==> config.mk <==
export PLATFORM = sky130hd
export DESIGN_NAME = trigger_hub_multi
export DESIGN_NICKNAME = d
export VERILOG_FILES = /design/src/rtl/trigger_hub_multi.sv
export SDC_FILE = /design/constraint.sdc
export NUM_CORES = 1
export LEC_CHECK = 0
export CAP_MARGIN = 30
export CORE_UTILIZATION = 50
export CTS_BUF_LIST = sky130_fd_sc_hd__clkbuf_8
export CTS_CLUSTER_DIAMETER = 120
export DETAILED_ROUTE_END_ITERATION = 10
export HOLD_SLACK_MARGIN = 0.06
export PLACE_DENSITY_LB_ADDON = 0.15
export SLEW_MARGIN = 20
export SYNTH_ARGS = -nofsm -noshare
export SYNTH_HDL_FRONTEND = slang
export SYNTH_SLANG_ARGS = --single-unit
==> constraint.sdc <==
create_clock -name clock -period 3.4 [get_ports clock]
set_clock_uncertainty 0.15 [all_clocks]
set_input_delay 0.51 -clock clock [delete_from_list [all_inputs] [get_ports clock]]
set_output_delay 0.51 -clock clock [all_outputs]
set_load 0.02 [all_outputs]
==> src/rtl/trigger_hub_multi.sv <==
// Trigger hub: qualifies masked trigger sources, fires a one-hot trigger_out pulse
// at the programmed pre-trigger buffer level, then sequences capture done/ack/holdoff.
module trigger_hub_multi #(
  parameter int N_TRIGGERS    = 16,
  parameter int N_SOURCES     = 4,
  parameter int LEVEL_WIDTH   = 16,
  parameter int HOLDOFF_WIDTH = 16
) (
  input  logic                          clock,
  input  logic                          reset,
  input  logic [LEVEL_WIDTH-1:0]        buffer_level,
  input  logic [N_SOURCES-1:0]          trigger_in,
  input  logic [N_SOURCES-1:0]          trigger_mask,
  input  logic [$clog2(N_TRIGGERS)-1:0] selected_trigger,
  input  logic [1:0]                    mode,
  input  logic                          arm,
  input  logic                          disarm,
  input  logic [HOLDOFF_WIDTH-1:0]      holdoff,
  input  logic [LEVEL_WIDTH-1:0]        trigger_position,
  input  logic                          capture_done,
  input  logic                          capture_ack,
  output logic                          capture_inhibit,
  output logic [N_TRIGGERS-1:0]         trigger_out,
  output logic [2:0]                    state_out,
  output logic [31:0]                   trigger_count
);

  localparam int SEL_W = $clog2(N_TRIGGERS);
  // One extra bit so the range check stays meaningful when N_TRIGGERS is a power of two.
  localparam logic [SEL_W:0] SEL_LIMIT = (SEL_W + 1)'(N_TRIGGERS);

  typedef enum logic [2:0] {
    IDLE      = 3'd0,
    ARMED     = 3'd1,
    PENDING   = 3'd2,
    WAIT_DONE = 3'd3,
    WAIT_ACK  = 3'd4,
    HOLDOFF   = 3'd5
  } state_t;

  state_t                   r_state;
  state_t                   w_next_state;
  logic [SEL_W-1:0]         r_index;
  logic [HOLDOFF_WIDTH-1:0] r_holdoff_cnt;
  logic [N_TRIGGERS-1:0]    r_trigger_out;
  logic                     r_capture_inhibit;
  logic [31:0]              r_trigger_count;

  logic                     w_event;
  logic                     w_sel_valid;
  logic                     w_mode_run;
  logic                     w_level_match;
  logic                     w_holdoff_last;
  state_t                   w_rearm_state;

  logic                     w_fire;
  logic                     w_latch_index;
  logic                     w_capture_start;
  logic                     w_ack;
  logic                     w_holdoff_load;
  logic [N_TRIGGERS-1:0]    w_onehot;

  assign w_event        = |(trigger_in & trigger_mask);
  assign w_sel_valid    = ({1'b0, selected_trigger} < SEL_LIMIT);
  assign w_mode_run     = ~mode[1];
  assign w_level_match  = (buffer_level == trigger_position);
  assign w_holdoff_last = (r_holdoff_cnt == HOLDOFF_WIDTH'(1));
  assign w_rearm_state  = (mode == 2'd0) ? ARMED : IDLE;

  // State register
  always_ff @(posedge clock) begin
    if (!reset) r_state <= IDLE;
    else        r_state <= w_next_state;
  end

  // Next-state logic
  always_comb begin
    w_next_state = r_state;
    unique case (r_state)
      IDLE: begin
        if (arm && !disarm && w_mode_run) w_next_state = ARMED;
      end
      ARMED: begin
        if (disarm || !w_mode_run)       w_next_state = IDLE;
        else if (w_event && w_sel_valid) w_next_state = PENDING;
      end
      PENDING: begin
        if (disarm)             w_next_state = IDLE;
        else if (w_level_match) w_next_state = WAIT_DONE;
      end
      WAIT_DONE: begin
        if (capture_done) w_next_state = WAIT_ACK;
      end
      WAIT_ACK: begin
        if (capture_ack) begin
          if (holdoff == '0) w_next_state = w_rearm_state;
          else               w_next_state = HOLDOFF;
        end
      end
      HOLDOFF: begin
        if (disarm)              w_next_state = IDLE;
        else if (w_holdoff_last) w_next_state = w_rearm_state;
      end
      default: w_next_state = IDLE;
    endcase
  end

  // Output / datapath control decode
  always_comb begin
    w_fire          = 1'b0;
    w_latch_index   = 1'b0;
    w_capture_start = 1'b0;
    w_ack           = 1'b0;
    w_holdoff_load  = 1'b0;
    w_onehot        = {{(N_TRIGGERS-1){1'b0}}, 1'b1} << r_index;
    unique case (r_state)
      ARMED:     w_latch_index   = (w_next_state == PENDING);
      PENDING:   w_fire          = !disarm && w_level_match;
      WAIT_DONE: w_capture_start = capture_done;
      WAIT_ACK: begin
        w_ack          = capture_ack;
        w_holdoff_load = capture_ack && (holdoff != '0);
      end
      default: ;
    endcase
  end

  always_ff @(posedge clock) begin
    if (!reset) begin
      r_index           <= '0;
      r_holdoff_cnt     <= '0;
      r_trigger_out     <= '0;
      r_capture_inhibit <= 1'b0;
      r_trigger_count   <= '0;
    end else begin
      r_trigger_out <= w_fire ? w_onehot : '0;
      if (w_latch_index) r_index <= selected_trigger;
      if (w_capture_start)  r_capture_inhibit <= 1'b1;
      else if (w_ack)       r_capture_inhibit <= 1'b0;
      if (w_ack) r_trigger_count <= r_trigger_count + 32'd1;
      if (w_holdoff_load)            r_holdoff_cnt <= holdoff;
      else if (r_state == HOLDOFF)   r_holdoff_cnt <= r_holdoff_cnt - HOLDOFF_WIDTH'(1);
    end
  end

  assign state_out       = r_state;
  assign trigger_out     = r_trigger_out;
  assign capture_inhibit = r_capture_inhibit;
  assign trigger_count   = r_trigger_count;

endmodule
==> impl_metrics.yaml <==
cells_and_area:
  finalCoreUtilization: 0.749
  insertedDiodeCount: 0
  stdcell_count: 589
  layout.nets: 578
  drive_gt1_frac: 0.0703
  area.growth.synth_to_final_pct: 41.4
clock_network:
  cts_repair_resize_count: 0
  clock_path_buffers: 2
  htree_levels: 3
  cts.clk_slew.worst_paths_ns: 0.07
  tritoncts: "built"
  cts.sinks: 72
  clkLatencyLatePin_ns: 0.34
  post-cts-setup-buffers: 0
  clk_root_buffer_cell: "sky130_fd_sc_hd__clkbuf_8"
  cts_buffers: 9
  holdBufCountCts: 0
timing:
  tightestPinTransition_ns: 0.840
  min_period_ns: 2.49
  fin_crit_sh: 0.732
  fin_tns_setup_ns: 0
  rsz0062_at_grt: "false"
  setup_violations: 0
  finalMaxSlewViolations: 0
  maxClockFrequency_mhz: 402
  hold_slack_ns: 0.320
  final-hold-violation-count: 0
  max-slew-margin-rel: 0.436
  final_critical_path_setup_slack_ns: 0.912
synthesis:
  synth_edf_count: 0
  mappedNetlistNets: 464
  yosysTopAreaCellShare: 0.416
  syn_area_per_cell_um2: 8.81
  synthArstFlopShare: 0
  syn-instance-count: 393
  post_synthesis_cell_type_count: 53
  synthesis.area_um2: 3460
  ys_ff_latch: 72
  postSynth.topFlopCell: "sky130_fd_sc_hd__dfxtp_1"
  share_of_synthesized_area_occupied_by_flip_flops_and_latches: 0.416
  synth_largest_area_cell: "sky130_fd_sc_hd__dfxtp_1"
  ys_warn_count: 0
  netlist_top_cells_area: "sky130_fd_sc_hd__dfxtp_1, sky130_fd_sc_hd__nor2_1, sky130_fd_sc_hd__xnor2_1, sky130_fd_sc_hd__xor2_1, sky130_fd_sc_hd__a21oi_1"
detailed_routing:
  drt-total-wl_um: 8850
  drt_pass1_iterations: 4
  detail_route.iter0.violations: 118
  route.detailed.vias_per_inst: 5.62
  final_antenna_net_count: 0
  highest_layer: "met4"
  wl_met3_um: 562
  vias: 3309
  routed_wire_length_per_instance_um: 15.0
  detailroute.wirelength.met2_um: 4300
  detail_route.drc_violations: 0
  wirelength_met1_um: 3790
worst_hold_path:
  hp-class: "reg2reg"
die:
  core-area_um2: 6530
  die_y_um: 85.2
  num_io_pins: 120
  die_x_um: 85.2
  initial_util: 0.530
  row_count: 29
  floorplan.die_area_um2: 7260
critical_path:
  worst-endpoint-required_ns: 3.52
  worstPathArrival_ns: 2.61
  timing.critical_path.to_type: "register"
  worstSetupPathType: "in2reg"
  crit_path_max_fanout: 8
  setup.worst_path.start_class: "input pin"
status:
  status: "finished, final reports clean"
global_route:
  global_route_wire_length_before_repair_um: 14900
  grt_antenna_before_repair: 0
  global_route.usage.total: 0.259
  vias_in_the_first_global_route: 3146
  grt_start_max_net_pins: 40
  overflow: 0
pwr:
  irDropWorstVdd_v: 0.000215
  p_per_area_nw_per_um2: 338
  power.leakage_nw: 1.72
placed_design:
  port_buffers: 119
  dp_hpwl_um: 6610
  post-place-cells: 573
  globalplace.congestion: 0.864
  pre_cts_slack_ns: 0.566
job:
  drv_cap: 0
==> synth_stat cells, types with 2 or more instances <==
| cell | instances |
|---|---|
| sky130_fd_sc_hd__a211oi_1 | 6 |
| sky130_fd_sc_hd__a21oi_1 | 23 |
| sky130_fd_sc_hd__a22oi_1 | 5 |
| sky130_fd_sc_hd__and2_1 | 2 |
| sky130_fd_sc_hd__and3_1 | 5 |
| sky130_fd_sc_hd__and4_1 | 5 |
| sky130_fd_sc_hd__buf_1 | 2 |
| sky130_fd_sc_hd__buf_2 | 5 |
| sky130_fd_sc_hd__clkbuf_1 | 10 |
| sky130_fd_sc_hd__dfxtp_1 | 72 |
| sky130_fd_sc_hd__ha_1 | 3 |
| sky130_fd_sc_hd__inv_1 | 6 |
| sky130_fd_sc_hd__mux2i_1 | 4 |
| sky130_fd_sc_hd__nand2_1 | 18 |
| sky130_fd_sc_hd__nand2b_1 | 4 |
| sky130_fd_sc_hd__nand3_1 | 20 |
| sky130_fd_sc_hd__nand3b_1 | 3 |
| sky130_fd_sc_hd__nand4_1 | 16 |
| sky130_fd_sc_hd__nand4b_1 | 2 |
| sky130_fd_sc_hd__nor2_1 | 63 |
| sky130_fd_sc_hd__nor3_1 | 8 |
| sky130_fd_sc_hd__nor3_2 | 6 |
| sky130_fd_sc_hd__nor4_1 | 10 |
| sky130_fd_sc_hd__nor4_2 | 3 |
| sky130_fd_sc_hd__o211ai_1 | 2 |
| sky130_fd_sc_hd__o21ai_0 | 6 |
| sky130_fd_sc_hd__or3_1 | 8 |
| sky130_fd_sc_hd__or3b_2 | 2 |
| sky130_fd_sc_hd__or4_1 | 4 |
| sky130_fd_sc_hd__xnor2_1 | 27 |
| sky130_fd_sc_hd__xor2_1 | 21 |
==> layer usage <==
metal / up-vias / GRT usage
met1: 1546 / 0.329
met2: 120 / 0.434
met4: 0 / 0.120
li1: 1628 / -
met5: - / 0
met3: 15 / 0.0418
==> placed cells by master, fill, tap and decap left out, drive strengths merged, types with 10 or more instances in the layout <==
cell / Yosys / final
xor2: 21 / 21
dfxtp: 72 / 72
a21oi: 23 / 23
nand4: 17 / 17
clkbuf: 10 / 10
xnor2: 27 / 27
clkdlybuf4s50: 0 / 119
nor3: 14 / 14
nand3: 20 / 20
nand2: 18 / 18
nor4: 14 / 14
nor2: 63 / 63
==> path summary, 6_finish.rpt <==
| check | start | end | slack [ns] | cells past startpoint |
|---|---|---|---|---|
| worst max-delay path | capture_ack | trigger_count[19]$_SDFFE_PN0P_ | 0.91 | 5 |
| worst min-delay path | capture_inhibit$_SDFFE_PN0P_ | capture_inhibit$_SDFFE_PN0P_ | 0.32 | 2 |
| worst max register to register | state_out[0]$_SDFF_PN0_ | r_holdoff_cnt[5]$_SDFFE_PN0P_ | 0.98 | 5 |
| worst min register to register | capture_inhibit$_SDFFE_PN0P_ | capture_inhibit$_SDFFE_PN0P_ | 0.32 | 2 |
==> power breakdown <==
| group | leakage, nW | total [mW] | switching (mW) | internal (mW) |
|---|---|---|---|---|
| clock network | 0.101 | 0.679 | 0.324 | 0.355 |
| logic | 1.04 | 0.133 | 0.0459 | 0.0870 |
| registers | 0.580 | 0.845 | 0.00227 | 0.843 |
| total | 1.72 | 1.66 | 0.372 | 1.29 |
==> metrics by stage <==
step / power, mW / instance area, um^2
2_1_floorplan: 0.901 / 3460
3_3_place_gp: 0.996 / 4700
3_5_place_dp: 0.998 / 4700
4_1_cts: 1.66 / 4890
5_1_grt: 1.71 / 4890
6_report: 1.66 / 4890
==> area by class of cell <==
class                           instances  area [um^2]
Clock buffer                           10          138
Fill cell                             510         1640
Multi-Input combinational cell        296         1910
Tap cell                               77         96.3
Inverter                                7         26.3
Timing Repair Buffer                  121         1220
Sequential cell                        72         1440
Clock inverter                          6         61.3
==> registers in the layout, summed over array words and instances (netlist names) <==
register / count
capture_inhibit: 1
state_out: 3
trigger_out: 16
r_holdoff_cnt: 16
r_index: 4
trigger_count: 32
==> logic make-up after synthesis <==
| logic type | count (synthesis) | synth area share |
|---|---|---|
| compound gates | 53 | 0.0969 |
| simple gates | 188 | 0.312 |
| buf+inv | 25 | 0.0311 |
| flops | 72 | 0.416 |
| xor+xnor | 48 | 0.121 |
| mux | 4 | 0.0116 |
| fa+ha+maj | 3 | 0.0108 |
==> worst max-delay path: stages <==
cell	delay [ns]
sky130_fd_sc_hd__clkdlybuf4s50_1	0.51
sky130_fd_sc_hd__nand4bb_1	0.30
sky130_fd_sc_hd__or4_1	0.78
sky130_fd_sc_hd__or3_1	0.37
sky130_fd_sc_hd__a21oi_1	0.14
(Power assumes the default switching activity.)
